[config.mk]
export PLATFORM = sky130hd
export DESIGN_NAME = l2_cacheline_adaptor
export DESIGN_NICKNAME = d
export VERILOG_FILES = /design/src/rtl/l2_cacheline_adaptor.sv
export SDC_FILE = /design/constraint.sdc
export NUM_CORES = 1
export LEC_CHECK = 0
export CAP_MARGIN = 20
export CORE_MARGIN = 3
export CORE_UTILIZATION = 24
export CTS_CLUSTER_SIZE = 28
export DETAILED_ROUTE_END_ITERATION = 10
export PLACE_DENSITY_LB_ADDON = 0.15
export SYNTH_ARGS = -nofsm -noshare
export SYNTH_HDL_FRONTEND = slang
export SYNTH_SLANG_ARGS = --single-unit
[constraint.sdc]
create_clock -name clk -period 5.4 [get_ports clk]
set_input_delay 0.54 -clock clk [delete_from_list [all_inputs] [get_ports clk]]
set_output_delay 0.54 -clock clk [all_outputs]
set_load 0.005 [all_outputs]
[src/rtl/l2_cacheline_adaptor.sv]
// L2 line <-> memory burst adaptor: splits a writeback line into BEATS beats and
// assembles BEATS read beats into a fill line, answering L2 with a single resp_o pulse.
module l2_cacheline_adaptor #(
    parameter int LINE_W  = 256,
    parameter int BURST_W = 64,
    parameter int ADDR_W  = 32
) (
    input  logic               clk,
    input  logic               rst,
    input  logic [LINE_W-1:0]  line_i,
    output logic [LINE_W-1:0]  line_o,
    input  logic [ADDR_W-1:0]  address_i,
    input  logic               read_i,
    input  logic               write_i,
    output logic               resp_o,
    input  logic [BURST_W-1:0] burst_i,
    output logic [BURST_W-1:0] burst_o,
    output logic [ADDR_W-1:0]  address_o,
    output logic               read_o,
    output logic               write_o,
    input  logic               resp_i
);

    localparam int BEATS = LINE_W / BURST_W;
    localparam int CNT_W = $clog2(BEATS);
    localparam int OFF_W = $clog2(LINE_W / 8);
    localparam logic [CNT_W-1:0] LAST_BEAT = CNT_W'(BEATS - 1);

    localparam logic [1:0] IDLE = 2'd0;
    localparam logic [1:0] RD   = 2'd1;
    localparam logic [1:0] WR   = 2'd2;
    localparam logic [1:0] DONE = 2'd3;

    logic [1:0]         state_reg, state_next;
    logic [CNT_W-1:0]   cnt_reg, cnt_next;
    logic [LINE_W-1:0]  wbuf_reg;
    logic [LINE_W-1:0]  line_reg;
    logic [BURST_W-1:0] burst_reg;
    logic [ADDR_W-1:0]  addr_reg;
    logic               read_reg, write_reg, resp_reg;
    logic               start_any, start_wr;
    logic [BURST_W-1:0] wbeat [BEATS];
    logic               unused_addr_bits;

    // Byte offset within the line never reaches memory.
    assign unused_addr_bits = ^address_i[OFF_W-1:0];

    assign start_any = (state_reg == IDLE) && (read_i || write_i);
    assign start_wr  = (state_reg == IDLE) && write_i;

    generate
        for (genvar gi = 0; gi < BEATS; gi++) begin : g_wbeat
            assign wbeat[gi] = wbuf_reg[gi*BURST_W +: BURST_W];
        end
    endgenerate

    always_comb begin
        state_next = state_reg;
        cnt_next   = cnt_reg;
        case (state_reg)
            IDLE: begin
                if (write_i) begin
                    state_next = WR;
                    cnt_next   = '0;
                end else if (read_i) begin
                    state_next = RD;
                    cnt_next   = '0;
                end
            end
            RD, WR: begin
                if (resp_i) begin
                    cnt_next = cnt_reg + CNT_W'(1);
                    if (cnt_reg == LAST_BEAT) begin
                        state_next = DONE;
                    end
                end
            end
            DONE:    state_next = IDLE;
            default: state_next = IDLE;
        endcase
    end

    always_ff @(posedge clk or negedge rst) begin
        if (!rst) begin
            state_reg <= IDLE;
            cnt_reg   <= '0;
            wbuf_reg  <= '0;
            line_reg  <= '0;
            burst_reg <= '0;
            addr_reg  <= '0;
            read_reg  <= 1'b0;
            write_reg <= 1'b0;
            resp_reg  <= 1'b0;
        end else begin
            state_reg <= state_next;
            cnt_reg   <= cnt_next;
            // Strobes are registered from the next state so they line up with it.
            read_reg  <= (state_next == RD);
            write_reg <= (state_next == WR);
            resp_reg  <= (state_next == DONE);

            if (start_any) begin
                addr_reg <= {address_i[ADDR_W-1:OFF_W], OFF_W'(0)};
            end

            if (start_wr) begin
                wbuf_reg  <= line_i;
                burst_reg <= line_i[BURST_W-1:0];
            end else if (state_reg == WR && resp_i && cnt_reg != LAST_BEAT) begin
                burst_reg <= wbeat[cnt_next];
            end

            if (state_reg == RD && resp_i) begin
                for (int i = 0; i < BEATS; i++) begin
                    if (cnt_reg == CNT_W'(i)) begin
                        line_reg[i*BURST_W +: BURST_W] <= burst_i;
                    end
                end
            end
        end
    end

    assign line_o    = line_reg;
    assign burst_o   = burst_reg;
    assign address_o = addr_reg;
    assign read_o    = read_reg;
    assign write_o   = write_reg;
    assign resp_o    = resp_reg;

endmodule

; Word-level counts from Yosys, hierarchy flattened
; Index checks and enable logic that the tools add are counted.
[totals]
ff_bits = 610
input_bits = 357
output_inout_bits = 355
elab_cells = 53
[op_classes]
addsub = 1
order_cmp = 1
n_eq_ne = 10
n_mux = 14
bitwise_logic = 1
reduce_logical = 14
[op_table]
columns = cell, count
row1 = 64-bit two-way mux, 4
row2 = 64-bit binary-select mux with 2-bit select, 1
row3 = 2-bit two-way mux, 7
row4 = 2-bit equality test (second input constant), 6
row5 = 2-bit AND reduction, 4
row6 = 2-bit by 1-bit equality test with 1-bit output (second input constant), 3
row7 = 2-bit case mux with 3 select lines, 1
row8 = 1-bit logical AND, 5
row9 = 2-bit zero test, 2
row10 = 2-bit case mux with 2 select lines, 1
row11 = 3-bit >= comparator (second input constant), 1
row12 = 2-bit inverter with 3-bit output, 1
row13 = 2-bit by 1-bit adder with 2-bit output (second input constant), 1
row14 = 2-bit inequality test (second input constant), 1
row15 = 2-bit nonzero test, 1
row16 = 2-bit OR reduction, 1
row17 = 1-bit logical OR, 1

; Logic depth before layout (Yosys ltp)
; Gate-level depths: netlist of run 1.
[logic_depth]
word_depth = 9
depth_mapped = 10
ltp_nobuf = 7

; Worst setup path after synthesis of run 1
; OpenSTA, ideal clock, no wires.
[synth_timing]
kind = register -> register
start = reg state_reg[0]
end = reg wbuf_reg[173]
setup_ns = 0.125
t_arrival_ns = 1.743
t_required_ns = 5.275
slack_ns = 3.532
stages_incl_launch_ff = 9
n_path_buf = 4
period_less_slack_ns = 1.868
cell_sequence = dfrtp_1 > inv_1 > ha_1 > buf_4 > and2_1 > clkbuf_1 > buf_2 > buf_4 > mux2_2
[synth_via]
elab_chain_len = 2
[synth_rtl]
columns = item, line_no
row1 = from (decl), 34  ; logic [1:0] state_reg, state_next;
row2 = from (signal assigned), 95  ; state_reg <= state_next;
row3 = 2-bit zero test, 49  ; assign start_wr = (state_reg == IDLE) && write_i;
row4 = 1-bit logical AND, 49
row5 = to (signal assigned), 107  ; wbuf_reg <= line_i;
row6 = to (decl), 36  ; logic [LINE_W-1:0] wbuf_reg;
; Every way passes these cells.
; A chain may end at the register's enable or synchronous reset.

; Worst setup path after layout of run 1
[layout_timing]
start = reg state_reg[0]
end = reg wbuf_reg[69]
; Same word-level chain as after synthesis.

==> reports/metrics.cfg, run 1 <==
[setup_path]
r2r_start = state_reg[0]
startpoint_type = flop
cp.buffers_inverters = 2
max_stage_delay_ns = 0.81
path_depth = 5
path_max_fanout = 64
critPathRequiredTime_ns = 5.90
critPathLaunch = state_reg[0]
r2r_setup_slack_ns = 2.35
worstPathCellList = inv_1 > ha_1 > and2_4 > buf_4 > mux2_2
r2r_cells = 5
r2r_end = wbuf_reg[69]
critPathTopFamily = buffers and inverters
crit_path_end_kind = flop
cp.arrival_ns = 3.55
crit_slowest_cell = buf_4
cp-endpoint = wbuf_reg[69]
critPathKind = flop to flop

[cts]
postCtsSetupRepairBufs = 0
cts_tree = done
postCtsHoldBufs = 1
clock_latency_ns = 0.64
h-tree-depth = 3
cts_resized = 0
clockBufferDepth = 3
cts_buffers = 77
path_clk_slew_ns = 0.05
cts.sinks = 610
root_buffer = clkbuf_16

[layout]
instances_no_fill = 4069
fillers = 10600
drive_gt1_share_pct = 26.7
final_area_um2 = 36900
fin_nets = 2953
area_growth_pct = 42.0

[floorplan]
die-area_um2 = 112000
ios = 712
die_w_um = 335
start_util_pct = 24.2
die_h_um = 335
core_area_um2 = 107000
row_count = 120

[timing]
hold_viol_final = 0
whs_ns = 0.496
setup_tns_ns = 0
fmaxAchievable_mhz = 328
fin_skew_ns = 0.0247
min_period_ns = 3.05
tightest_slew_ns = 1.09
maxSlewViolCount = 0
rsz0062_at_grt = no
fin_crit_sh_pct = 56.5
setup_viol = 0
slew_headroom_pct = 27.2

[pwr]
ir_drop_mv = 0.257
power_leakage_nw = 15.6
powerDensity_nw_per_um2 = 571

[routing]
avgViaCountPerCell = 4.50
wire_per_inst_um = 22.2
drc = 0
drt_wl_total_um = 90500
ant_nets = 0
drt_iter0_drc = 719
drt_pass1_iterations = 4
vias = 18300

[run]
cap_violations = 0

[place]
placed_area_um2 = 34300
dpl.hpwl_um = 61400
place_inst = 3911
globalplace.congestion = 0.777
io_buffers = 701

[worst_hold_path]
hold_class = flop to flop

[synth]
syn-cell-area_um2 = 26000
synth_cell_types = 28
synth.avg_cell_area_um2 = 13.5
syn_inst = 1929
synth.ff_latch_count = 610
ys_seq_area_share_pct = 58.8
yosysWarnings = 0

[global_routing]
grt_pass1_wl_um = 133000
antenna_found_initial = 51
grt_max_degree = 163
grtUsageTotal_pct = 15.7
grt-ovfl-total = 0
grt_pass1_vias = 19300

[run_status]
status = completed

## through the flow
| stage | setup WS, ns | utilization (%) | power (mW) |
|---|---|---|---|
| detailed placement | 2.02 | 31.9 | 16.1 |
| floorplan | 3.53 | - | 12.1 |
| global placement | 2.06 | 31.9 | 15.9 |
| finish | 2.35 | 34.4 | 21.0 |
| global route | 2.14 | 34.4 | 22.4 |
| CTS | 2.32 | 34.3 | 21.5 |
## worst min-delay path by stage
stage / start / slack [ns] / endpoint / cells after the start
after floorplan: rst / 0.24 / address_o[10] / 0
after global placement: wbuf_reg[44] / 0.48 / wbuf_reg[44] / 1
after detailed placement: wbuf_reg[159] / 0.49 / wbuf_reg[159] / 1
after CTS: address_i[22] / 0.44 / address_o[22] / 2
after global routing: line_i[117] / 0.47 / wbuf_reg[117] / 2
final: wbuf_reg[143] / 0.50 / wbuf_reg[143] / 1
## power breakdown
group	internal (mW)	switching [mW]	total, mW	leakage, nW
Combinational	4.69	3.55	8.24	6.82
Sequential	6.62	1.01	7.62	7.48
Clock	3.14	2.03	5.17	1.27
Total	14.4	6.59	21.0	15.6
## layout make-up
type	instances	area, µm²	share of cell area (%)
diodes	18	45.0	0.122
clock buffers	109	2250	6.10
clock inverters	30	314	0.852
inverters	6	22.5	0.0611
multi-input cells	1166	9890	26.8
flip-flops and latches	610	15300	41.4
well taps	1403	1760	4.76
repair buffers	727	7330	19.9
## layout by cell type, fill, tap and decap left out, drive strengths merged
cell type	synthesis	routed
and2	2	2
diode	0	18
clkbuf	27	109
ha	8	8
nor2b	3	3
bufinv	0	5
nor2	70	70
and3	129	129
clkinv	0	21
nand3	3	3
mux2	539	539
conb	1	5
and3b	1	1
a21boi	128	128
clkdlybuf4s50	0	700
dlygate4sd3	0	1
buf	124	26
inv	6	8
clkinvlp	0	2
nand2	6	6
a31oi	64	64
o21ai	201	201
dfrtp	610	610
o21a	2	2
a21oi	1	1
nor3b	2	2
nand2b	1	1
nand3b	1	1
## cells in the mapped netlist
| cell | number | area, µm² |
|---|---|---|
| o21ai_2 | 3 | 26.3 |
| and2_1 | 2 | 12.5 |
| a21oi_2 | 1 | 8.76 |
| o21ai_0 | 71 | 355 |
| a21boi_0 | 121 | 908 |
| and3b_1 | 1 | 8.76 |
| o21ai_4 | 1 | 16.3 |
| nand2_1 | 6 | 22.5 |
| buf_6 | 14 | 158 |
| o21ai_1 | 126 | 631 |
| ha_1 | 8 | 100 |
| conb_1 | 1 | 3.75 |
| a31oi_1 | 64 | 400 |
| inv_1 | 6 | 22.5 |
| and3_1 | 129 | 807 |
| nor2_1 | 70 | 263 |
| buf_4 | 35 | 263 |
| buf_2 | 75 | 375 |
| dfrtp_1 | 610 | 15300 |
| mux2_2 | 539 | 6070 |
| nand3_1 | 3 | 15.0 |
| nor3b_2 | 2 | 25.0 |
| nand2b_1 | 1 | 6.26 |
| nand3b_1 | 1 | 7.51 |
| a21boi_1 | 7 | 52.6 |
| clkbuf_1 | 27 | 101 |
| o21a_1 | 2 | 15.0 |
| nor2b_1 | 3 | 18.8 |
## routing by layer
layer	part of all wire, %	track usage (%)	up-vias
met4	2.3	4.15	60
li1	-	-	8308
met1	41	19.1	9163
met3	10	7.41	189
met2	46	25.1	585
met5	0.46	0	-
## logic make-up (layout without fill, tap and decap cells)
| family | count (synthesis) | count (layout) | share of synthesized area [%] |
|---|---|---|---|
| multiplexers | 539 | 539 | 23.4 |
| buffers and inverters | 157 | 872 | 3.54 |
| other | 1 | 23 | 0.0144 |
| adder cells (fa/ha/maj) | 8 | 8 | 0.386 |
| flip-flops | 610 | 610 | 58.8 |
| AND/OR/NAND/NOR | 218 | 218 | 4.57 |
| AO/OA/AOI/OAI | 396 | 396 | 9.30 |
Note: power is estimated with default switching activity, not from simulation.
==> inputs of run 2 (changes only) <==
clock period = 3 ns   (was 5.4 ns; I/O delays follow)
==> run 2 against run 1 <==
  * Routed wire length increased by 0.25%
  * Combinational power is 84% higher
  * Worst setup slack got worse by 2.1 ns
  * Flip-flop and latch count unchanged
  * Sequential power up 80%
  * Critical path depth is 4 higher
  * Clock power increased by 78%
  * Critical path type unchanged
  * Largest cell class unchanged
  * Largest power group unchanged
==> reports/metrics.cfg, run 2 (synthesis results as in run 1) <==
[run_status]
status = completed

[cts]
cts_tree = done
root_buffer = clkbuf_16
cts_resized = 0  ; unchanged
clockBufferDepth = 3  ; unchanged
clock_latency_ns = 0.63  ; about the same
postCtsSetupRepairBufs = 0  ; unchanged
cts_buffers = 77  ; unchanged
h-tree-depth = 3  ; unchanged
cts.sinks = 610  ; unchanged
path_clk_slew_ns = 0.05  ; about the same

[global_routing]
antenna_found_initial = 47  ; -7.8%
grt-ovfl-total = 0  ; unchanged
grt_pass1_vias = 19600  ; +1.5%
grt_pass1_wl_um = 134000  ; +0.63%
grt_max_degree = 109  ; -33%
grtUsageTotal_pct = 15.8  ; +0.066 points

[timing]
hold_viol_final = 0  ; unchanged
worst_slack_ns = 0.290  ; -2.06 ns
setup_viol = 0  ; unchanged
whs_ns = 0.282  ; -0.214 ns
fmaxAchievable_mhz = 369  ; +13%
setup_tns_ns = 0  ; unchanged
min_period_ns = 2.71  ; -0.342 ns
slew_headroom_pct = 46.7  ; +19 points
maxSlewViolCount = 0  ; unchanged
rsz0062_at_grt = no
fin_skew_ns = 0.0289  ; +0.00422 ns
fin_crit_sh_pct = 90.3  ; +34 points
tightest_slew_ns = 0.800  ; -0.292 ns

[setup_path]
critPathLaunch = state_reg[0]
r2r_start = state_reg[0]
crit_path_end_kind = flop
r2r_setup_slack_ns = 0.29  ; -2.06 ns
cp.arrival_ns = 3.20  ; -0.35 ns
critPathKind = flop to flop
startpoint_type = flop
critPathRequiredTime_ns = 3.49  ; -2.41 ns
path_max_fanout = 84  ; +31%

[floorplan]
die_h_um = 335  ; unchanged
die_w_um = 335  ; unchanged
ios = 712  ; unchanged
die-area_um2 = 112000  ; unchanged
core_area_um2 = 107000  ; unchanged
row_count = 120  ; unchanged
start_util_pct = 24.2  ; unchanged

[routing]
drc = 0  ; unchanged
wire_per_inst_um = 22.2  ; -0.34%
vias = 18500  ; +0.83%
avgViaCountPerCell = 4.51  ; +0.24%
ant_nets = 0  ; unchanged
drt_iter0_drc = 640  ; -11%
drt_pass1_iterations = 4  ; unchanged
drt_wl_total_um = 90700  ; +0.25%

[place]
dpl.hpwl_um = 63200  ; +2.9%
globalplace.congestion = 0.767  ; -1.3%
pre_cts_ws_ns = 0.380  ; -1.64 ns
io_buffers = 701  ; unchanged

[worst_hold_path]
hold_class = primary input to flop
hp-start = address_i[22]

[pwr]
pwr-share-seq_pct = 36.0  ; -0.2 points
power.clock.fraction_pct = 24.1  ; -0.5 points
p_int_mw = 26.2  ; +81%
ir_drop_mv = 0.567  ; +120%
p_switching_mw = 11.9  ; +80%
swShare_pct = 31.2  ; -0.17 points
p_total_mw = 38.1  ; +81%
power.combinational.fraction_pct = 39.9  ; +0.7 points
powerDensity_nw_per_um2 = 1020  ; +79%
power_leakage_nw = 15.8  ; +1.5%

[layout]
seqCellArea_um2 = 15300  ; unchanged
final_cell_mix = clkdlybuf4s50_1, dfrtp_1, mux2_2
area_growth_pct = 43.9
multi_input_area_um2 = 9890  ; unchanged
fin_nets = 2986  ; +1.1%
fillers = 10500  ; -0.91%
layout_commonest_cell = clkdlybuf4s50_1
drive_gt1_share_pct = 27.4  ; +0.76 points
final_util_pct = 34.8  ; +0.45 points

[run]
cap_violations = 0  ; unchanged

## run 2: cell count changes in the layout (fill, tap and decap cells not counted), sizes merged
cell | before | now
clkbuf | 109 | 113
diode | 18 | 13
buf | 26 | 59
bufinv | 5 | 3
clkinvlp | 2 | 3
clkinv | 21 | 14
## run 2: worst paths after layout
check,depth (start not counted),endpoint
worst max-delay path,9,burst_o[42]
worst min-delay path,2,address_o[22]
worst max register to register,9,burst_o[42]
worst min register to register,1,wbuf_reg[141]
max in group asynchronous,3,line_o[56]
min in group asynchronous,2,line_o[152]
## run 2: repair_timing
| action | in CTS | in global routing |
|---|---|---|
| endpoints found under the setup margin | 0 | 0 |
| hold endpoints to repair | 57 | 0 |
| hold buffers | 1 | 0 |
## run 2: per-layer routing
layer  share of wire [%]  global-route usage [%]  up-vias  wire [µm]
met5                0.38                       0        -        345
met4                 2.1                    4.27       54       1860
met3                  10                    7.07      159       9090
met2                  46                    25.4      617      41700
met1                  42                    19.2     9284      37700
li1                    -                       -     8343          -
## run 2: cell type report
type                            count  area share (%)
Clock inverter                     22           0.576
Antenna cell                       13          0.0871
Timing Repair Buffer              760            21.1
Inverter                            6          0.0603
Tap cell                         1403            4.70
Clock buffer                      113            6.14
Sequential cell                   610            40.9
Multi-Input combinational cell   1166            26.5
## run 2: through the flow
stage               instance area, µm²  instances
detailed placement               34800       3944
finish                           37400       4093
global placement                 34800       3944
CTS                              37300       4080
floorplan                        26000       1933
global route                     37300       4081
## run 2: worst max-delay path, cell delays in order (launching register included)
cell and delay (ns):
dfrtp_1 0.43, inv_1 0.10, ha_1 0.40, nor3b_2 0.35, o21ai_4 0.09, buf_12 0.17, buf_12 0.23, and3_1 0.24
o21ai_1 0.34, a31oi_1 0.14
## run 2: power by group through the flow
stage	sequential, mW	combinational, mW	clock, mW
floorplan	13.6	8.16	0
global placement	13.7	15.3	0
detailed placement	13.9	15.5	0
finish	13.7	15.2	9.19
global route	14.1	16.6	9.93
CTS	13.7	15.5	9.61
